--- src/rtl/ai_enc_pkg.sv ---
// Shared types and game-state constants for the AI state encoder.
package ai_enc_pkg;

    typedef enum logic [1:0] {
        K_PAD     = 2'b00,
        K_UNKNOWN = 2'b01,
        K_LIVE    = 2'b10,
        K_BLANK   = 2'b11
    } know_t;

    localparam logic [3:0] ST_LOAD       = 4'd1;
    localparam logic [3:0] ST_ITEM_BASE  = 4'd2;
    localparam logic [3:0] ST_SHOOT_BASE = 4'd5;

    typedef logic [3:0] item_code_t;

endpackage

--- src/rtl/item_histogram.sv ---
// Combinational per-type count of one player's inventory slots; code 0 and codes above ITEM_TYPES are ignored.
module item_histogram
    import ai_enc_pkg::*;
#(
    parameter int ITEM_SLOTS = 6,
    parameter int ITEM_TYPES = 7,
    parameter int CW         = $clog2(ITEM_SLOTS + 1)
) (
    input  logic [ITEM_SLOTS*4-1:0]  items,
    output logic [ITEM_TYPES*CW-1:0] counts
);

    always_comb begin
        counts = '0;
        for (int s = 0; s < ITEM_SLOTS; s++) begin
            for (int t = 0; t < ITEM_TYPES; t++) begin
                if (item_code_t'(items[s*4 +: 4]) == item_code_t'(t + 1)) begin
                    counts[t*CW +: CW] = counts[t*CW +: CW] + CW'(1);
                end
            end
        end
    end

endmodule

--- src/rtl/ai_state_encoder.sv ---
// Per-player shell knowledge tracker, item counter and AI turn snapshot offer.
// Optional AI_ENC_SHELL_STATS_EN adds snapshot live/blank/unknown counts.
module ai_state_encoder
    import ai_enc_pkg::*;
#(
    parameter int NUM_PLAYERS = 2,
    parameter int MAX_SHELLS  = 8,
    parameter int ITEM_SLOTS  = 6,
    parameter int ITEM_TYPES  = 7,
    parameter int AI_PLAYER   = 0,
    parameter int SW          = $clog2(MAX_SHELLS + 1),
    parameter int PW          = $clog2(NUM_PLAYERS),
    parameter int CW          = $clog2(ITEM_SLOTS + 1)
) (
    input  logic                                 clk,
    input  logic                                 rst_n,
    input  logic [3:0]                           i_state,
    input  logic [SW-1:0]                        i_total_shells,
    input  logic [SW-1:0]                        i_shell_ptr,
    input  logic [MAX_SHELLS-1:0]                i_shell_map,
    input  logic                                 i_report_valid,
    input  logic [PW-1:0]                        i_report_player,
    input  logic [SW-1:0]                        i_report_idx,
    input  logic                                 i_report_live,
    input  logic [NUM_PLAYERS*ITEM_SLOTS*4-1:0]  i_items,
    output logic [NUM_PLAYERS*ITEM_TYPES*CW-1:0] o_item_count,
    output logic [NUM_PLAYERS*2*MAX_SHELLS-1:0]  o_know_map,
    output logic                                 o_phase_item,
    output logic                                 o_phase_shoot,
    output logic                                 o_snap_valid,
    input  logic                                 i_snap_ready,
    output logic [2*MAX_SHELLS-1:0]              o_snap_map,
    output logic                                 o_snap_phase,
`ifdef AI_ENC_SHELL_STATS_EN
    output logic [SW-1:0]                        o_stat_live,
    output logic [SW-1:0]                        o_stat_blank,
    output logic [SW-1:0]                        o_stat_unknown,
`endif
    output logic                                 o_snap_drop
);

    localparam logic [3:0] AI_ITEM_ST  = ST_ITEM_BASE + 4'(AI_PLAYER);
    localparam logic [3:0] AI_SHOOT_ST = ST_SHOOT_BASE + 4'(AI_PLAYER);
    localparam logic [3:0] ITEM_END    = ST_ITEM_BASE + 4'(NUM_PLAYERS);
    localparam logic [3:0] SHOOT_END   = ST_SHOOT_BASE + 4'(NUM_PLAYERS);

    logic [NUM_PLAYERS*2*MAX_SHELLS-1:0] know_q, know_d;
    logic [3:0]                          state_prev;
    logic                                load_q, load_phase_q;
    logic                                ai_turn, turn_entry;
    logic [SW:0]                         target;

    for (genvar p = 0; p < NUM_PLAYERS; p++) begin : g_hist
        item_histogram #(
            .ITEM_SLOTS (ITEM_SLOTS),
            .ITEM_TYPES (ITEM_TYPES),
            .CW         (CW)
        ) u_hist (
            .items  (i_items[p*ITEM_SLOTS*4 +: ITEM_SLOTS*4]),
            .counts (o_item_count[p*ITEM_TYPES*CW +: ITEM_TYPES*CW])
        );
    end

    assign o_phase_item  = (i_state >= ST_ITEM_BASE) && (i_state < ITEM_END);
    assign o_phase_shoot = (i_state >= ST_SHOOT_BASE) && (i_state < SHOOT_END);
    assign ai_turn       = (i_state == AI_ITEM_ST) || (i_state == AI_SHOOT_ST);
    assign turn_entry    = ai_turn && (i_state != state_prev);
    // Extra bit so ptr+idx past the chamber never aliases onto a real entry.
    assign target        = {1'b0, i_shell_ptr} + {1'b0, i_report_idx};

    always_comb begin
        logic [1:0] cur, nxt;
        know_d = know_q;
        for (int p = 0; p < NUM_PLAYERS; p++) begin
            for (int i = 0; i < MAX_SHELLS; i++) begin
                cur = know_q[(p*MAX_SHELLS+i)*2 +: 2];
                nxt = cur;
                if ((SW+1)'(i) >= {1'b0, i_total_shells}) begin
                    nxt = K_PAD;
                end else if (i_state == ST_LOAD) begin
                    nxt = K_UNKNOWN;
                end else if ((SW+1)'(i) < {1'b0, i_shell_ptr}) begin
                    nxt = {1'b1, ~i_shell_map[i]};
                end else if (i_report_valid && ({1'b0, i_report_player} == (PW+1)'(p))
                             && (target == (SW+1)'(i)) && (cur == K_UNKNOWN)) begin
                    nxt = {1'b1, ~i_report_live};
                end
                know_d[(p*MAX_SHELLS+i)*2 +: 2] = nxt;
            end
        end
    end

    always_ff @(posedge clk or negedge rst_n) begin
        if (!rst_n) begin
            know_q       <= '0;
            state_prev   <= '0;
            load_q       <= 1'b0;
            load_phase_q <= 1'b0;
        end else begin
            know_q       <= know_d;
            state_prev   <= i_state;
            load_q       <= turn_entry;
            load_phase_q <= (i_state == AI_SHOOT_ST);
        end
    end

    assign o_know_map = know_q;

    // valid/ready: snapshot is offered while o_snap_valid is high, map/phase
    // are frozen until the edge sampling valid && ready; leaving the AI turn
    // or a fresh turn entry discards an unaccepted snapshot with a drop pulse.
    always_ff @(posedge clk or negedge rst_n) begin
        if (!rst_n) begin
            o_snap_valid <= 1'b0;
            o_snap_map   <= '0;
            o_snap_phase <= 1'b0;
            o_snap_drop  <= 1'b0;
        end else begin
            o_snap_drop <= 1'b0;
            if (load_q) begin
                o_snap_map   <= know_q[AI_PLAYER*2*MAX_SHELLS +: 2*MAX_SHELLS];
                o_snap_phase <= load_phase_q;
                o_snap_valid <= 1'b1;
                o_snap_drop  <= o_snap_valid && !i_snap_ready;
            end else if (o_snap_valid && i_snap_ready) begin
                o_snap_valid <= 1'b0;
            end else if (o_snap_valid && !ai_turn) begin
                o_snap_valid <= 1'b0;
                o_snap_drop  <= 1'b1;
            end
        end
    end

`ifdef AI_ENC_SHELL_STATS_EN
    logic [SW-1:0] cnt_live, cnt_blank, cnt_unknown;

    always_comb begin
        logic [1:0] code;
        cnt_live    = '0;
        cnt_blank   = '0;
        cnt_unknown = '0;
        for (int i = 0; i < MAX_SHELLS; i++) begin
            code = know_q[(AI_PLAYER*MAX_SHELLS+i)*2 +: 2];
            if (code == K_LIVE)    cnt_live    = cnt_live + SW'(1);
            if (code == K_BLANK)   cnt_blank   = cnt_blank + SW'(1);
            if (code == K_UNKNOWN) cnt_unknown = cnt_unknown + SW'(1);
        end
    end

    always_ff @(posedge clk or negedge rst_n) begin
        if (!rst_n) begin
            o_stat_live    <= '0;
            o_stat_blank   <= '0;
            o_stat_unknown <= '0;
        end else if (load_q) begin
            o_stat_live    <= cnt_live;
            o_stat_blank   <= cnt_blank;
            o_stat_unknown <= cnt_unknown;
        end
    end
`endif

endmodule

--- config.mk ---
export PLATFORM = sky130hd
export DESIGN_NAME = ai_state_encoder
export DESIGN_NICKNAME = d
export VERILOG_FILES = /design/src/rtl/ai_enc_pkg.sv /design/src/rtl/item_histogram.sv /design/src/rtl/ai_state_encoder.sv
export SDC_FILE = /design/constraint.sdc
export NUM_CORES = 1
export LEC_CHECK = 0
export ABC_CLOCK_PERIOD_IN_PS = 3990
export BUFFER_PORTS_ARGS = -buffer_cell sky130_fd_sc_hd__buf_2
export CAP_MARGIN = 20
export CORE_ASPECT_RATIO = 0.75
export CORE_MARGIN = 4
export CORE_UTILIZATION = 36
export DETAILED_ROUTE_END_ITERATION = 8
export PLACE_DENSITY = 0.65
export REMOVE_ABC_BUFFERS = 1
export SYNTH_ARGS = -nofsm -noshare
export SYNTH_HDL_FRONTEND = slang
export SYNTH_SLANG_ARGS = --single-unit
--- constraint.sdc ---
create_clock -name clk -period 3.99 [get_ports clk]
set_clock_uncertainty 0.2 [all_clocks]
set_input_delay 0 -clock clk [delete_from_list [all_inputs] [get_ports clk]]
set_output_delay 0 -clock clk [all_outputs]
set_load 0.05 [all_outputs]
==> results of run 1 <==
-- kinds of logic after synthesis --
logic type	count (synthesis)	synth area share, %
AO/OA/AOI/OAI	106	11.02
AND/OR/NAND/NOR	294	25.88
flip-flops	57	21.12
multiplexers	67	10.84
buffers and inverters	84	4.668
adder cells (fa/ha/maj)	71	13.26
XOR/XNOR	101	13.21
-- through the flow --
step / utilization [%] / instances / total power, mW
6_report: 46.23 / 1235 / 2.696
5_1_grt: 46.23 / 1235 / 2.822
4_1_cts: 46.23 / 1235 / 2.702
3_5_place_dp: 43.00 / 1195 / 1.765
3_3_place_gp: 43.00 / 1195 / 1.752
2_1_floorplan: - / 769 / 1.454
-- layout by cell type, fill, tap and decap left out, types with 6 or more instances in the layout --
cell type,Yosys,layout
buf_2,0,172
nand2_1,71,71
o31ai_1,18,18
a22oi_1,9,9
mux2i_1,18,18
o31a_1,8,8
clkbuf_16,0,9
dfrtp_1,57,57
nor2b_1,9,9
dlygate4sd3_1,0,24
nand2b_1,15,15
or3_1,6,6
nor4bb_1,7,7
nand3_1,29,29
nor3_1,30,30
ha_1,70,70
and4bb_2,9,9
a21oi_1,17,17
o21ai_0,16,16
nor4b_1,12,12
xor2_1,47,47
mux2_2,49,49
xnor2_1,53,53
inv_1,73,73
nor2_1,49,49
buf_4,0,7
-- cell usage after synthesis (all sizes together), types with 3 or more instances --
cell type and n:
ha 70, nand2 71, xnor2 54, nand4b 5, or3 7, a211oi 3, mux2i 18, nor4bb 7
nand3b 4, nor2 49, or2 6, nor4 5, a22oi 9, mux2 49, inv 73, o31ai 18
nor2b 9, o22ai 3, nor3 30, nor3b 4, and3 5, o211ai 5, clkbuf 10, a21oi 17
o21ai 16, and4bb 9, nor4b 19, nand2b 15, nand4 5, o31a 8, a21o 5, dfrtp 57
xor2 47, a2bb2oi 4, and2 3, nand3 29, a31oi 3
-- power by group through the flow --
stage / clock [mW] / sequential [mW] / combinational [mW]
3_5_place_dp: 0 / 0.732 / 1.03
5_1_grt: 0.956 / 0.734 / 1.13
3_3_place_gp: 0 / 0.728 / 1.02
6_report: 0.914 / 0.725 / 1.06
2_1_floorplan: 0 / 1.01 / 0.442
4_1_cts: 0.923 / 0.722 / 1.06
-- layout make-up --
class | instances | area share (%)
clock buffer | 12 | 3.007
clock inverter | 4 | 1.159
inverter | 73 | 3.212
multi-input combinational | 639 | 58.76
sequential | 57 | 16.72
tap | 247 | 3.623
timing repair buffer | 203 | 13.52
-- state kept, by name (all words and copies together) (netlist names) --
register	flops
load_phase_q	1
load_q	1
o_know_map	32
o_snap_drop	1
o_snap_map	16
o_snap_phase	1
o_snap_valid	1
state_prev	4
-- critical path, delay by kind of cell --
| family | cells | cell delay [ps] |
|---|---|---|
| simple gates | 4 | 1020 |
| fa+ha+maj | 3 | 930 |
| compound gates | 3 | 520 |
| buf+inv | 3 | 490 |
| xor+xnor | 2 | 310 |
-- worst max-delay path by stage --
| stage | end | slack (ps) | depth (start not counted) |
|---|---|---|---|
| 6_report | o_item_count[11] | 510 | 15 |
| 5_1_grt | o_item_count[11] | 250 | 15 |
| 3_3_place_gp | o_item_count[11] | 520 | 15 |
| 4_1_cts | o_item_count[11] | 510 | 15 |
| 3_5_place_dp | o_item_count[11] | 530 | 15 |
| 2_1_floorplan | o_item_count[10] | 440 | 12 |
-- metal layers --
metal,global-route usage [%],vias to the layer above,wire (um)
li1,-,3204,-
met4,2.910,0,237
met5,0,-,0
met3,3.707,29,1191
met2,25.79,197,7774
met1,24.78,2888,9213
-- repair_timing --
action,4_1_cts,5_1_grt
hold buffers,24,0
hold endpoints to repair,92,0
resized for setup,0,0
==> run metrics, run 1 <==
CTS tree built; Post-synth ARST share 100.0%; clk root buf clkbuf_16; CP Launch Type input pin; WP data required 3790 ps; P per Cell Area 316.0 nW/um^2; final worst-path cycle share 87.17%; DRC Markers 0; status finished, final reports clean; internal power 1.620 mW; synth top area cells dfrtp_1 (21%), ha_1 (13%), mux2_2 (8.2%), xnor2_1 (6.9%), xor2_1 (6.1%); Yosys reg bits 57; endpoints failing setup 0; critical path's largest stage delay 690 ps; RSZ-0062 raised after global routing no; final wirelength 18.42 mm; RR Endpoint o_know_map[10]; clock slew at the register clock pins of the worst setup and hold paths 50 ps; Worst VDD drop 0.2810 mV; Cells after Synth 780; Max-cap violations 0; IO Port Bufs 172; Die Width 166.2 um; Core Box Area 18450 sq um; Congestion Overflow GR 0; num ports 173; Die Y 126.6 um; Data arrival, critical path 3280 ps; Final WS setup 512.0 ps; Multi-input gate area 5012 sq um; clock sinks 57; switching fraction of total power 39.90%; flop-to-flop setup slack 2150 ps; first-pass GRT wire length 29.68 mm; post-synthesis sequential area ratio 21.12%; Tightest Pin Transition 872.1 ps; antenna violations before repair 0; post-synth cell types 66; Final Hold Viols 0; total CTS buffers 9; Reg2Reg Depth 3; Seq pwr share 26.9%; FF-to-FF Start o_know_map[11]; via count of the routed design 6318; worst setup path category input pin to primary output; area grow syn2layout 26.31%; Slew headroom 41.86%; Core Rows 43; pin count of the biggest net entering global routing 58; cell chain of the critical path buf_2, nor4b_1, ha_1, nand2_1, a211oi_1, a211oi_1, inv_1, ha_1, nor2_1, a21oi_1, ha_1, nand2_1, xor2_1, xnor2_1, buf_2; diode count 0; share of cells above drive strength 1 27.53%; crit-path max FO 5; Seq. cell area 1426 sq um; DR vias/cell 5.116; DR pass1 iterations 6; CP most frequent cell ha_1; Post-synth EDFFs 0; FILL cells 1788; highest clock rate 0.2875 GHz; WL per Instance 14.91 um; Placement Setup Slack 525.3 ps; die area 21040 sq um; Design Area, Final 8531 sq um; max-slew violations 0; Final min period 3478 ps; Hold Path Sink o_know_map[13]; CP endpoint kind primary output; WHS Path Cells 3; number of global-route vias before repair 5855; clock share of power 33.9%; Ys Warns 0; gr usage total 16.87%; switching pwr 1.076 mW; nets@finish 1132; Slowest-stage cell, CP nor4b_1; post-CTS setup buffers 0; Main synth FF type dfrtp_1; logic gate share of total power 39.2%; setup_tns 0 ps; starting DRC count in detailed routing 458; Starting Density 36.60%; CP startpoint i_items[0]; Post-DRT Antenna Nets 0; worst hold slack 9.721 ps; Syn Area/Cell 8.659 sq um; CTS max path bufs 2; GPL Wtd Cong 0.8934; clk_lat worst skew 330 ps; H-tree levels 3; share of Yosys cell area claimed by the top area cell type 21.12%; Netlist Area Pre-Place 6754 sq um; worst hold start i_shell_ptr[0]; leading area contributor after synthesis dfrtp_1; HPWL after detailed placement 14.85 mm; placed cell area 7935 sq um; Leakage 4.139 nW; Hold WC Path Type input pin to flop
Note: power is estimated with default switching activity, not from simulation.
==> run 2: changes to the inputs <==
Settings changed: ABC_AREA from default to 1.
==> run 2 against run 1 <==
Global-route usage is 1.1 points higher. Final cell count is 24% higher. Via count is 16% higher. Die area is 2.5% higher. First-iteration DRC count is 2.6% higher. Highest routed layer unchanged. Worst setup slack better by 210 ps. Sequential power is 0.8% lower. Wire length is 5.2% higher.
==> run metrics, run 2 <==
status finished, final reports clean; P per Cell Area 291.5 nW/um^2 (-7.7%); switching fraction of total power 44.72% (+4.8 points); clk_lat worst skew 330 ps (about the same); via count of the routed design 7299 (+16%); leading area contributor after synthesis dfrtp_1; post-cts resize count 0 (unchanged); most frequent cells in the layout nand2_1 (330), buf_2 (172), inv_1 (168); Hold WC Path Type input pin to flop; highest clock rate 0.3062 GHz (+6.5%); first-pass GRT wire length 31.98 mm (+7.8%); die area 21560 sq um (+2.5%); starting DRC count in detailed routing 470 (+2.6%); Design Area, Final 8620 sq um (+1.0%); logic gate share of total power 42.8% (+3.6 points); max-slew violations 0 (unchanged); Util after Layout 46.04% (-0.19 points); Slew headroom 36.15% (-5.7 points); nets@finish 1426 (+26%); Ys Warns 0 (unchanged); Final Instance Count excl. Fillers 1529 (+24%); Die Width 168.2 um (+1.2%); share of cells above drive strength 1 17.71% (-9.8 points); Max-cap violations 0 (unchanged); Worst VDD drop 0.3399 mV (+21%); crit path buf inv count 3 (unchanged); Yosys reg bits 57 (unchanged); num ports 173 (unchanged); Post-DRT Antenna Nets 0 (unchanged); CP endpoint kind primary output; CP Launch Type input pin; HPWL after detailed placement 16.39 mm (+10%); Core Box Area 18720 sq um (+1.5%); CP startpoint i_items[3]; Post-synth ARST share 100.0% (unchanged); endpoints failing setup 0 (unchanged); DR pass1 iterations 5 (-1); Starting Density 37.02% (+0.42 points); synth top area cells dfrtp_1 (21%), nand2_1 (18%), ha_1 (13%), inv_1 (9.1%), nand3_1 (7.0%); crit-path max FO 3 (-2); DR vias/cell 4.774 (-6.7%); Reg2Reg Depth 6 (+3); number of flip-flops in the largest register 32 (unchanged); Cells after DPL 1488 (+25%); Data arrival, critical path 3070 ps (-210 ps); share of Yosys cell area claimed by the top area cell type 20.58% (-0.54 points); Crit path depth 17 (+2); Seq pwr share 28.6% (+1.7 points); placed cell area 8088 sq um (+1.9%); Core Rows 43 (unchanged); diode count 0 (unchanged); GPL Wtd Cong 0.9159 (+2.5%); total CTS buffers 9 (unchanged); Congestion Overflow GR 0 (unchanged); IO Port Bufs 172 (unchanged); Final Hold Viols 0 (unchanged); pin count of the biggest net entering global routing 58 (unchanged); most common cell after layout, fill and taps aside nand2_1; post-CTS setup buffers 0 (unchanged); worst setup path category input pin to primary output; Main synth FF type dfrtp_1; antenna violations before repair 0 (unchanged); critical path's largest stage delay 390 ps (-300 ps); FF-to-FF Start o_know_map[15]; Post-CTS Hold Buffers 25 (+4.2%); cell chain of the critical path buf_2, nor2_1, inv_1, nor3_1, ha_1, xnor2_4, ha_1, nand3_1, nand2_1, ha_1, nor2_1, a31oi_1, ha_1, nand3_1, xnor2_1, xor2_1, buf_2; post-synth cell types 40 (-39%); clk root buf clkbuf_16; FILL cells 1935 (+8.2%); clock share of power 28.6% (-5.3 points); post-synthesis sequential area ratio 20.58% (-0.54 points); WL per Instance 12.67 um (-15%); worst hold slack 9.006 ps (-0.7144 ps); H-tree levels 3 (unchanged); CTS tree built; Leakage 4.873 nW (+18%); Slowest-stage cell, CP ha_1; delay-heaviest family, CP adder cells; RSZ-0062 raised after global routing no; CP most frequent cell ha_1; area grow syn2layout 24.35%; Post-synth top cells nand2_1 (330), inv_1 (168), nand3_1 (97); Die Y 128.2 um (+1.2%); gr usage total 17.98% (+1.1 points); clock slew at the register clock pins of the worst setup and hold paths 50 ps (about the same); Syn Area/Cell 6.460 sq um (-25%); setup_tns 0 ps (unchanged); Final min period 3266 ps (-211.9 ps); Netlist Area Pre-Place 6932 sq um (+2.6%); DRC Markers 0 (unchanged); Cells after Synth 1073 (+38%); end of the critical path o_item_count[2]; flop-to-flop setup slack 2250 ps (+100 ps); CTS max path bufs 2 (unchanged); final wirelength 19.37 mm (+5.2%); Tightest Pin Transition 957.8 ps (+85.70 ps); RR Endpoint o_know_map[15]; final worst-path cycle share 81.85% (-5.3 points); internal power 1.389 mW (-14%); WP data required 3790 ps (about the same); clock sinks 57 (unchanged); number of global-route vias before repair 6557 (+12%); Post-synth EDFFs 0 (unchanged); count leader, synth nand2_1; switching pwr 1.124 mW (+4.5%)
run 2: cell types whose count changed after synthesis, moves of 11 or more:
| cell | before | now |
|---|---|---|
| o31ai_1 | 18 | 1 |
| xnor2_1 | 53 | 26 |
| o21ai_0 | 16 | 32 |
| mux2_2 | 49 | 9 |
| mux2i_1 | 18 | 0 |
| nand2_1 | 71 | 330 |
| nor2_1 | 49 | 94 |
| nand3_1 | 29 | 97 |
| nand2b_1 | 15 | 0 |
| nor4b_1 | 12 | 1 |
| nand4_1 | 5 | 19 |
| inv_1 | 73 | 168 |
run 2: metal layers:
metal / track usage [%] / up-vias / share of wire (%)
met5: 0 / - / 0
met4: 2.815 / 0 / 0.87
met3: 2.898 / 15 / 7.1
met2: 27.74 / 210 / 42
met1: 26.92 / 3234 / 50
li1: - / 3840 / -
run 2: how the worst min path moves through the flow:
stage | to | from | cells after the start | slack (ps)
finish | o_know_map[19] | i_shell_ptr[1] | 5 | 9
global route | o_know_map[31] | i_shell_ptr[3] | 5 | 60
CTS | o_know_map[19] | i_shell_ptr[1] | 5 | 3
detailed placement | state_prev[0] | i_state[0] | 1 | -40
global placement | state_prev[0] | i_state[0] | 1 | -40
floorplan | load_phase_q | rst_n | 0 | -500
run 2: power by group through the flow:
stage | Combinational (mW) | Clock (mW) | Sequential, mW
floorplan | 0.476 | 0 | 1.01
global placement | 1.04 | 0 | 0.725
detailed placement | 1.05 | 0 | 0.728
CTS | 1.08 | 0.730 | 0.718
global route | 1.17 | 0.763 | 0.732
finish | 1.07 | 0.720 | 0.719
run 2: worst min-delay path: cells and delay by family:
kind	cells	cell delay, ps
AND/OR/NAND/NOR	2	230
buffers and inverters	2	200
AO/OA/AOI/OAI	1	70
run 2: logic make-up after synthesis:
family | count (synthesis) | synth area share (%)
AOI/OAI and AO/OA | 74 | 5.776
xor gates and xnor gates | 78 | 11.79
adders and majority gates | 71 | 12.92
buffers and inverters | 173 | 9.404
DFF | 57 | 20.58
muxes | 9 | 1.462
and+or+nand+nor | 611 | 38.07
run 2: area by class of cell:
type                            count  area, sq um  area share (%)
Multi-Input combinational cell    843         4853           56.31
Sequential cell                    57         1426           16.55
Clock inverter                      6        42.54          0.4935
Inverter                          168        630.6           7.316
Timing Repair Buffer              198         1119           12.98
Clock buffer                       10        239.0           2.773
Tap cell                          247        309.0           3.585
run 2: through the flow:
step | power (mW) | setup slack, ps
4_1_cts | 2.525 | 706.5
5_1_grt | 2.665 | 415.5
2_1_floorplan | 1.486 | 756.0
3_5_place_dp | 1.782 | 714.2
3_3_place_gp | 1.769 | 732.8
6_report | 2.513 | 724.0
==> run 3: changes to the inputs <==
Settings changed: ABC_AREA 1 to 0, ABC_CLOCK_PERIOD_IN_PS 3990 to 3400.
Clock period 3.99 ns to 3.4 ns, I/O delays scaled along.
==> run 3 against run 2 <==
Sequential power increased by 18%. Combinational power increased by 18%. Utilization increased by 1.3 points. Flip-flop and latch count unchanged. Worst setup slack got worse by 580 ps. Clock-buffer cell count increased by 2. Global-route usage decreased by 0.72 points. Sequential share of layout area decreased by 0.23 points. Critical endpoint is now o_item_count[32]. Largest cell class unchanged.
==> run metrics, run 3 (same netlist as run 1, synthesis figures left out) <==
clock sinks 57 (unchanged); Util after Layout 47.38% (+1.3 points); pin count of the biggest net entering global routing 37 (-36%); num ports 173 (unchanged); total power 3.103 mW (+23%); WL per Instance 14.92 um (+18%); clock slew at the register clock pins of the worst setup and hold paths 50 ps (about the same); final wirelength 18.69 mm (-3.5%); via count of the routed design 6472 (-11%); CTS max path bufs 2 (unchanged); max-slew violations 0 (unchanged); final worst-path cycle share 95.69%; gr usage total 17.26% (-0.72 points); CTS tree built; GPL Wtd Cong 0.8971 (-2.1%); Starting Density 36.60% (-0.42 points); diode count 0 (unchanged); DR pass1 iterations 6 (+1); Max-cap violations 0 (unchanged); Tightest Pin Transition 878.6 ps (-79.13 ps); IO Port Bufs 172 (unchanged); Leakage 4.229 nW (-13%); Die Width 166.2 um (-1.2%); Hold WC Path Type input pin to flop; clk root buf clkbuf_16; Final min period 3253 ps; die area 21040 sq um (-2.4%); Congestion Overflow GR 0 (unchanged); share of cells above drive strength 1 30.02% (+12 points); H-tree levels 3 (unchanged); HPWL after detailed placement 15.05 mm (-8.2%); crit-path max FO 4 (+1); Core Box Area 18450 sq um (-1.4%); worst hold slack 13.27 ps (+4.266 ps); CP Launch Type input pin; antenna violations before repair 1 (+1); highest clock rate 0.3074 GHz; placed cell area 8063 sq um (-0.31%); starting DRC count in detailed routing 382 (-19%); Final Hold Viols 0 (unchanged); first-pass GRT wire length 30.33 mm (-5.2%); endpoints failing setup 0 (unchanged); worst setup path category input pin to primary output; WP data required 3200 ps (-590 ps); Final WS setup 146.6 ps (-577.4 ps); Design Area, Final 8743 sq um (+1.4%); nets@finish 1150 (-19%); Data arrival, critical path 3050 ps (-20 ps); CP endpoint kind primary output; most frequent cells in the layout buf_2 (163), inv_1 (73), nand2_1 (71); RSZ-0062 raised after global routing yes; clk_lat worst skew 330 ps (about the same); Placement Setup Slack -10.81 ps (-725.0 ps); Core Rows 43 (unchanged); number of flip-flops in the largest register 32 (unchanged); most common cell after layout, fill and taps aside buf_2; number of global-route vias before repair 6034 (-8.0%); Die Y 126.6 um (-1.2%); Worst VDD drop 0.3801 mV (+12%); DR vias/cell 5.165 (+8.2%); Slew headroom 41.42% (+5.3 points); P per Cell Area 354.9 nW/um^2 (+22%); status finished, final reports clean; Post-DRT Antenna Nets 0 (unchanged); total CTS buffers 9 (unchanged); DRC Markers 0 (unchanged); area grow syn2layout 29.46%; post-CTS setup buffers 0 (unchanged)
run 3: cell types whose count changed in the layout (fill, tap and decap cells not counted), sizes merged, moves of 21 or more:
cell,before,now
nand2,336,71
nand3,98,29
nor2,100,49
mux2,9,49
inv,169,73
o21ai,37,16
run 3: cell type report:
| class | instances | area [sq um] |
|---|---|---|
| multi-input cells | 639 | 5089 |
| fillers | 1781 | 9711 |
| clock inverters | 4 | 75.07 |
| well taps | 247 | 309.0 |
| inverters | 73 | 274.0 |
| repair buffers | 221 | 1314 |
| flip-flops and latches | 57 | 1426 |
| clock buffers | 12 | 256.5 |
run 3: metal layers:
| layer | vias up | track usage (%) | wire length, um |
|---|---|---|---|
| li1 | 3249 | - | - |
| met1 | 3010 | 25.31 | 9259 |
| met4 | 2 | 2.813 | 142 |
| met2 | 193 | 26.70 | 8107 |
| met5 | - | 0 | 13 |
| met3 | 18 | 3.583 | 1167 |
run 3: path summary, 6_finish.rpt:
path / startpoint / endpoint / slack [ps] / cells past startpoint
max: i_items[31] / o_item_count[32] / 150 / 16
min: i_shell_map[7] / o_know_map[14] / 10 / 5
max reg2reg: o_know_map[11] / o_know_map[10] / 1550 / 3
min reg2reg: load_phase_q / o_snap_phase / 280 / 1
max in group asynchronous: rst_n / o_know_map[15] / 2080 / 3
min in group asynchronous: rst_n / o_snap_drop / 100 / 2
run 3: stage by stage:
stage,setup TNS [ps],std cells
2_1_floorplan,-183.2,769
3_3_place_gp,0,1212
3_5_place_dp,-10.81,1212
4_1_cts,0,1253
5_1_grt,-92.18,1253
6_report,0,1253
run 3: where the power goes:
| part | internal, mW | switching, mW | leakage (nW) |
|---|---|---|---|
| sequential | 0.779 | 0.0699 | 0.673 |
| combinational | 0.382 | 0.881 | 3.40 |
| clock | 0.681 | 0.311 | 0.155 |
run 3: what timing repair did:
item | CTS | global route
resized for setup | 1 | 24
hold buffers | 25 | 0
pin swaps | 0 | 4
setup endpoints to repair | 1 | 15
hold endpoints to repair | 71 | 0
run 3: critical path: stages:
cell,delay [ps]
buf_2,120
nand2b_1,150
or3_4,340
inv_1,60
ha_1,250
xnor2_2,180
inv_1,60
ha_1,280
mux2_2,270
ha_1,270
mux2_2,270
ha_1,180
nand2_1,60
xor2_1,170
xnor2_1,140
buf_4,230
